File: src/rtl/spi_frame_tx.sv
// SPI master transmitter: serialises a NUM_CH x DATA_W frame under one slave-select window,
// with a one-frame holding buffer so the next frame can be queued while the current one shifts.
module spi_frame_tx #(
    parameter int DATA_W    = 16,
    parameter int NUM_CH    = 2,
    parameter int CLK_DIV   = 4,
    parameter int CPOL      = 0,
    parameter int CPHA      = 0,
    parameter int MSB_FIRST = 1,
    parameter int SS_GAP    = 2
) (
    input  logic                     clk,
    input  logic                     rst,
    input  logic [NUM_CH*DATA_W-1:0] in_data,
    input  logic                     in_valid,
    output logic                     in_ready,
    output logic                     spi_sck,
    output logic                     spi_mosi,
    output logic                     spi_ss_n,
    output logic                     busy,
    output logic                     frame_done
);

    localparam int TOTAL    = NUM_CH * DATA_W;
    localparam int HP_SHIFT = 2 * TOTAL;
    localparam int HPW      = $clog2(HP_SHIFT + SS_GAP + 1);
    localparam int CW       = (CLK_DIV > 1) ? $clog2(CLK_DIV) : 1;

    localparam logic [HPW-1:0] HP_SHIFT_LAST = HPW'(HP_SHIFT - 1);
    localparam logic [HPW-1:0] GAP_LAST      = HPW'(SS_GAP - 1);
    localparam logic [CW-1:0]  CNT_LAST      = CW'(CLK_DIV - 1);
    localparam logic           SCK_IDLE      = (CPOL != 0);

    localparam logic [2:0] IDLE  = 3'd0;
    localparam logic [2:0] LEAD  = 3'd1;
    localparam logic [2:0] SHIFT = 3'd2;
    localparam logic [2:0] TRAIL = 3'd3;
    localparam logic [2:0] GAP   = 3'd4;

    logic [2:0]       state;
    logic [CW-1:0]    cnt;
    logic [HPW-1:0]   hp;
    logic             sck_q;
    logic             mosi_q;
    logic [TOTAL-1:0] shreg;
    logic [TOTAL-1:0] buf_q;
    logic             buf_full;

    logic [TOTAL-1:0] tx_vec;
    logic [TOTAL-1:0] load_shreg;
    logic             first_mosi;
    logic             tick;
    logic             active;
    logic             present;

    // Handshake: a frame moves into buf_q on any edge with in_valid && in_ready;
    // in_ready is simply "buffer empty", so a drain cycle never accepts.
    assign in_ready = !buf_full;
    assign busy     = (state != IDLE) || buf_full;

    assign tick   = (state != IDLE) && (cnt == CNT_LAST);
    assign active = (state == LEAD) || (state == SHIFT) || (state == TRAIL);

    // tx_vec always holds the first bit to send in its top position.
    always_comb begin
        tx_vec = buf_q;
        if (MSB_FIRST == 0) begin
            for (int w = 0; w < NUM_CH; w++) begin
                for (int b = 0; b < DATA_W; b++) begin
                    tx_vec[w*DATA_W + b] = buf_q[w*DATA_W + DATA_W - 1 - b];
                end
            end
        end
    end

    assign load_shreg = (CPHA == 0) ? (tx_vec << 1) : tx_vec;
    assign first_mosi = (CPHA == 0) ? tx_vec[TOTAL-1] : 1'b0;

    // hp counts SCK edges in SHIFT: even = leading, odd = trailing.
    assign present = (CPHA != 0) ? !hp[0] : (hp[0] && (hp != HP_SHIFT_LAST));

    always_ff @(posedge clk or negedge rst) begin
        if (!rst) begin
            state      <= IDLE;
            cnt        <= '0;
            hp         <= '0;
            sck_q      <= SCK_IDLE;
            mosi_q     <= 1'b0;
            shreg      <= '0;
            buf_q      <= '0;
            buf_full   <= 1'b0;
            spi_sck    <= SCK_IDLE;
            spi_mosi   <= 1'b0;
            spi_ss_n   <= 1'b1;
            frame_done <= 1'b0;
        end else begin
            // Pin stage: one registered copy of the internal line state.
            spi_sck    <= sck_q;
            spi_ss_n   <= !active;
            spi_mosi   <= active && mosi_q;
            frame_done <= !spi_ss_n && !active;

            if (in_valid && !buf_full) begin
                buf_q    <= in_data;
                buf_full <= 1'b1;
            end

            if (state == IDLE || tick) begin
                cnt <= '0;
            end else begin
                cnt <= cnt + 1'b1;
            end

            case (state)
                IDLE: begin
                    if (buf_full) begin
                        state    <= LEAD;
                        buf_full <= 1'b0;
                        cnt      <= '0;
                        hp       <= '0;
                        shreg    <= load_shreg;
                        mosi_q   <= first_mosi;
                    end
                end
                LEAD: begin
                    if (tick) begin
                        state <= SHIFT;
                        hp    <= '0;
                    end
                end
                SHIFT: begin
                    if (tick) begin
                        sck_q <= ~sck_q;
                        if (present) begin
                            mosi_q <= shreg[TOTAL-1];
                            shreg  <= shreg << 1;
                        end
                        if (hp == HP_SHIFT_LAST) begin
                            state <= TRAIL;
                            hp    <= '0;
                        end else begin
                            hp <= hp + 1'b1;
                        end
                    end
                end
                TRAIL: begin
                    if (tick) begin
                        state  <= GAP;
                        mosi_q <= 1'b0;
                        hp     <= '0;
                    end
                end
                GAP: begin
                    if (tick) begin
                        if (hp == GAP_LAST) begin
                            hp <= '0;
                            if (buf_full) begin
                                state    <= LEAD;
                                buf_full <= 1'b0;
                                cnt      <= '0;
                                shreg    <= load_shreg;
                                mosi_q   <= first_mosi;
                            end else begin
                                state <= IDLE;
                            end
                        end else begin
                            hp <= hp + 1'b1;
                        end
                    end
                end
                default: state <= IDLE;
            endcase
        end
    end

endmodule

File: config.mk
export PLATFORM = sky130hd
export DESIGN_NAME = spi_frame_tx
export DESIGN_NICKNAME = d
export VERILOG_FILES = /design/src/rtl/spi_frame_tx.sv
export SDC_FILE = /design/constraint.sdc
export NUM_CORES = 1
export LEC_CHECK = 0
export CAP_MARGIN = 20
export CORE_ASPECT_RATIO = 0.8
export CORE_MARGIN = 2
export CORE_UTILIZATION = 55
export CTS_BUF_LIST = sky130_fd_sc_hd__clkbuf_4 sky130_fd_sc_hd__clkbuf_8 sky130_fd_sc_hd__clkbuf_16
export DETAILED_ROUTE_END_ITERATION = 8
export GPL_ROUTABILITY_DRIVEN = 0
export GPL_TIMING_DRIVEN = 0
export PLACE_DENSITY = 0.84
export REMOVE_ABC_BUFFERS = 1
export SYNTH_ARGS = -nofsm -noshare
export SYNTH_HDL_FRONTEND = slang
export SYNTH_SLANG_ARGS = --single-unit
File: constraint.sdc
create_clock -name clk -period 3.39 [get_ports clk]
set_clock_uncertainty 0.1 [all_clocks]
set_input_delay 0.678 -clock clk [delete_from_list [all_inputs] [get_ports clk]]
set_output_delay 0.678 -clock clk [all_outputs]
set_load 0.02 [all_outputs]
# After elaboration in Yosys (flattened, before gate mapping)
# Index checks and enable logic that the tools add are counted.
# W data, S select, Z words.
[classes]
bitwise = 1
n_mul = 0
addsub = 2
div = 0
n_reduce_logical = 23
n_shift = 0
magnitude_cmp = 0
mux = 39
n_eq_ne = 17
[op_table]
columns = ["op", "count"]
rows = [
  ["$mux W32", 5],
  ["$pmux W32 S3", 1],
  ["$mux W7", 6],
  ["$pmux W7 S4", 1],
  ["$mux W3", 7],
  ["$pmux W3 S5", 1],
  ["$ne A2 B2 Y1 const B", 7],
  ["$mux W1", 11],
  ["$reduce_and A5 Y1", 2],
  ["$mux W2", 4],
  ["$reduce_bool A4 Y1", 2],
  ["$add A7 B1 Y7 const B", 1],
  ["$eq A7 B1 Y1 const B", 1],
  ["$eq A7 B6 Y1 const B", 1],
  ["$ne A7 B6 Y1 const B", 1],
  ["$reduce_and A7 Y1", 1],
  ["$eq A3 B2 Y1 const B", 2],
  ["$reduce_and A6 Y1", 1],
  ["$reduce_bool A3 Y1", 2],
  ["$logic_and A1 B1 Y1", 5],
  ["$logic_or A1 B1 Y1", 4],
  ["$ne A2 B1 Y1 const B", 2],
  ["$pmux W1 S4", 1],
  ["$pmux W2 S2", 1],
  ["10 further kinds", 12],
]
[totals]
rom_bits = 0
ramBits = 0
register_bits = 83
elab_cells = 94
memories = 0
out_inout_bits = 6
inputBits = 35
latchBits = 0

# Longest topological paths before layout
[logic_depth]
ltp_word = 8
ltp_mapped = 8
mapped_depth_nobuf = 7

# Worst setup path after synthesis
# OpenSTA, ideal clock, no wires.
[synth_timing]
kind = "flip-flop to flip-flop"
startpoint = "reg hp[1]"
endpoint = "reg shreg[1]"
setup_ps = 125
period_less_slack_ps = 2318
arrival_time_ps = 2093
required_time_ps = 3165
setup_slack_ps = 1072
n_path_buf = 0
stages_incl_launch_ff = 7
path_cell_list = "dfrtp_1 inv_1 ha_1 or4b_1 o311a_1 a2111oi_4 mux2_2"
[synth_between]
elab_chain_len = 4
word_cells_on_any_way = 6
cone_classes = "4 x eq/ne; 2 x reduce/logical"
[synth_rtl]
columns = ["element", "line_no", "text"]
rows = [
  ["from (decl)", "42", "logic [HPW-1:0] hp;"],
  ["from (signal assigned)", "142", "hp <= hp + 1'b1;"],
  ["from (signal assigned)", "167", "hp <= hp + 1'b1;"],
  ["$ne A7 B6 Y1", "80", "assign present = (CPHA != 0) ? !hp[0] : (hp[0] && (hp != HP_SHIFT_LAST));"],
  ["$logic_and A1 B1 Y1", "80", ""],
  ["$ne A2 B2 Y1 (no line)", "-", ""],
  ["$reduce_and A5 Y1 (no line) *", "-", ""],
  ["to (signal assigned)", "121", "shreg <= load_shreg;"],
  ["to (signal assigned)", "136", "shreg <= shreg << 1;"],
  ["to (signal assigned)", "161", "shreg <= load_shreg;"],
  ["to (decl)", "45", "logic [TOTAL-1:0] shreg;"],
]
# Mark *: on every way between the ends. The rest lies on a longest branch, timed or not.
# A chain may end at the register's enable or synchronous reset.

# Final worst setup path
[layout_timing]
startpoint = "reg state[0]"
endpoint = "out busy"
[layout_between]
elab_chain_len = 2
[layout_rtl]
columns = ["element", "line_no", "text"]
rows = [
  ["from (decl)", "40", "logic [2:0] state;"],
  ["from (signal assigned)", "84", "state <= IDLE;"],
  ["from (signal assigned)", "117", "state <= LEAD;"],
  ["from (signal assigned)", "127", "state <= SHIFT;"],
  ["$reduce_bool A3 Y1", "59", "assign busy = (state != IDLE) || buf_full;"],
  ["$logic_or A1 B1 Y1", "59", ""],
  ["to (decl)", "20", "output logic busy,"],
]
# Every way passes these cells.

==> flow_metrics.tcl <==
set metrics [dict create \
    outcome "finished, final reports clean" \
    placed_area_um2 4100 \
    crit_type "reg -> out" \
    hp-class "in -> async" \
    synth_area_leader_cell "dfrtp_1" \
    max_slew.worst_pin.slew_ns 0.960 \
    numCtsBuffers 9 \
    final_hold_viol_count 0 \
    fill_cells 457 \
    synth_most_common_cell "dfrtp_1" \
    synth_edf_count 0 \
    max_clock_freq_ghz 0.346 \
    fp.dieW_um 93.9 \
    netlist.area_leader.share 0.569 \
    diodes 0 \
    syn_area_per_cell_um2 11.9 \
    synthMuxAreaShare 0.194 \
    power_mw 3.80 \
    synth_area_leaders "dfrtp_1 (57%), mux2_2 (10%), mux2i_1 (9.0%)" \
    finalCritPeriodShare 0.852 \
    grt_pass1_vias 2355 \
    r2r_cells 7 \
    synth.yosys.seq_area_share 0.577 \
    drive_gt1_frac 0.174 \
    dp_hpwl_um 4050 \
    synthesis.instances 299 \
    yosys_warnings 0 \
    power_density_nw_per_um2 888 \
    drv_cap 0 \
    grt-ovfl-total 0 \
    path_max_fanout 7 \
    design_area_um2 4280 \
    rrSetupSlack_ns 0.76 \
    worst_ep_required_time_ns 2.61 \
    num_io_pins 41 \
    synth_compound_area_frac 0.0988 \
    area_growth_pct 20.1 \
    rsz0062_at_grt "false" \
    setup_tns_ns 0 \
    synthAdderAreaFrac 0.0105 \
    core-area_um2 6310 \
    postCtsSetupRepairBufs 0 \
    crit_arrival_ns 2.11 \
    wire_per_inst_um 13.8 \
    hold_buffers 0 \
    h-tree-depth 3 \
    drc 0 \
    crit_path_start_kind "register" \
    grt_pass1_wl_um 10300 \
    drtIter0Drc 138 \
    reg2reg_from "hp[1]" \
    ant_nets 0 \
    setup_violations 0 \
    p_leak_nw 1.75 \
    max_slew_margin 0.359 \
    synthSimpleGateAreaFrac 0.0893 \
    portBuffers 40 \
    finalCriticalPeriod_ns 2.89 \
    synth_seq_cells 82 \
    antenna_found_initial 0 \
    peakVddDrop_v 0.000409 \
    clk_pin_slew_worst_paths_ns 0.08 \
    ctsResizeCount 0 \
    die_y_um 76.0 \
    synth_xor_area_frac 0.00492 \
    grt_max_degree 60 \
    drtPass1Iterations 6 \
    rr_endpoint "shreg[1]" \
    crit_path_end_kind "primary output" \
    dieArea_um2 7140 \
    finalNetCount 377 \
    clock_latency_ns 0.36 \
    drv_slew 0 \
    viasPerCell 5.39 \
    synthArstFlopShare 1.00 \
    grtUsageTotal 0.186 \
    synth_flop_cell "dfrtp_1" \
    initial_core_util 0.564 \
    cts.sinks 82 \
    finalWirelength_um 5920 \
    syn_area_um2 3560 \
    synth_top_family_by_area "multiplexers" \
    synth_cell_types 38 \
    cts_tree "done" \
    fp-row-count 26 \
    clockBufferDepth 2 \
    synth_common_cells "dfrtp_1 (81), nor2_1 (41), a21oi_1 (34), mux2_2 (33), mux2i_1 (32)" \
    hold_ws_ns 0.112 \
    cts.root.buffer_cell "clkbuf_8" \
    vias 2307 \
]
layout by cell type (no fill, tap or decap), drive strengths merged, types with 2 or more instances in the layout:
master         netlist  routed
dfrtp               81      81
nor2                41      41
clkdlybuf4s50        0      39
a21oi               34      34
mux2                33      33
mux2i               32      32
clkbuf               7       9
inv                  6       7
nor2b                6       6
buf                  9       6
nand2                5       5
o21ai                5       5
nand3                4       4
or3                  3       3
a22o                 3       3
ha                   3       3
clkinvlp             0       3
clkinv               0       3
nor3b                2       2
nand2b               2       2
o31ai                2       2
a21o                 2       2
o2bb2ai              2       2
power by group:
part           switching (mW)  total, mW  internal [mW]  leakage, nW
registers               0.264       1.71           1.44        0.960
logic                   0.723       1.46          0.741        0.706
clock network           0.359      0.627          0.269       0.0818
total                    1.35       3.80           2.45         1.75
routing by layer:
layer | global-route usage | vias up | wire length (um)
met2 | 0.302 | 45 | 2780
met3 | 0.0507 | 9 | 262
met1 | 0.233 | 1114 | 2780
met5 | 0 | - | 0
li1 | - | 1139 | -
met4 | 0.0812 | 0 | 102
state kept, by name (all words and copies together) (netlist names):
register and flops:
cnt 2, spi_mosi 1, shreg 31, hp 7
state 3, mosi_q 1, sck_q 1, frame_done 1
buf_full 1, spi_sck 1, buf_q 32, spi_ss_n 1
critical path, cell delays in order (launching register included):
cell and delay (ns):
dfrtp_1 0.50, nor2_1 0.36, inv_1 0.10, nor2_1 0.19, nand2_1 0.08, clkdlybuf4s50_1 0.53
kinds of logic after synthesis:
group                      count (synthesis)
buffers and inverters                     22
and+or+nand+nor                           69
muxes                                     65
adders and majority gates                  3
DFF                                       82
AOI/OAI and AO/OA                         56
xor gates and xnor gates                   2
stage by stage:
step | cells | util | setup WS [ns]
detailed placement | 412 | 0.649 | 0.764
global route | 428 | 0.678 | 0.309
floorplan | 283 | - | -1.10
finish | 428 | 0.678 | 0.503
CTS | 428 | 0.678 | 0.487
global placement | 407 | 0.633 | -2.48
worst max path at each step:
stage | start | to
4_1_cts | state[0] | busy
2_1_floorplan | state[2] | shreg[1]
5_1_grt | state[0] | busy
3_5_place_dp | in_valid | buf_q[13]
6_report | state[0] | busy
3_3_place_gp | state[2] | shreg[1]
cell type report:
type	instances	area [um2]	share of cell area
Sequential cell	82	2050	0.480
Multi-Input combinational cell	195	1430	0.335
Timing Repair Buffer	45	487	0.114
Clock buffer	9	124	0.0290
Tap cell	84	105	0.0246
Clock inverter	7	53.8	0.0126
Inverter	6	22.5	0.00527
No activity file was read; power rests on OpenSTA's default activity.
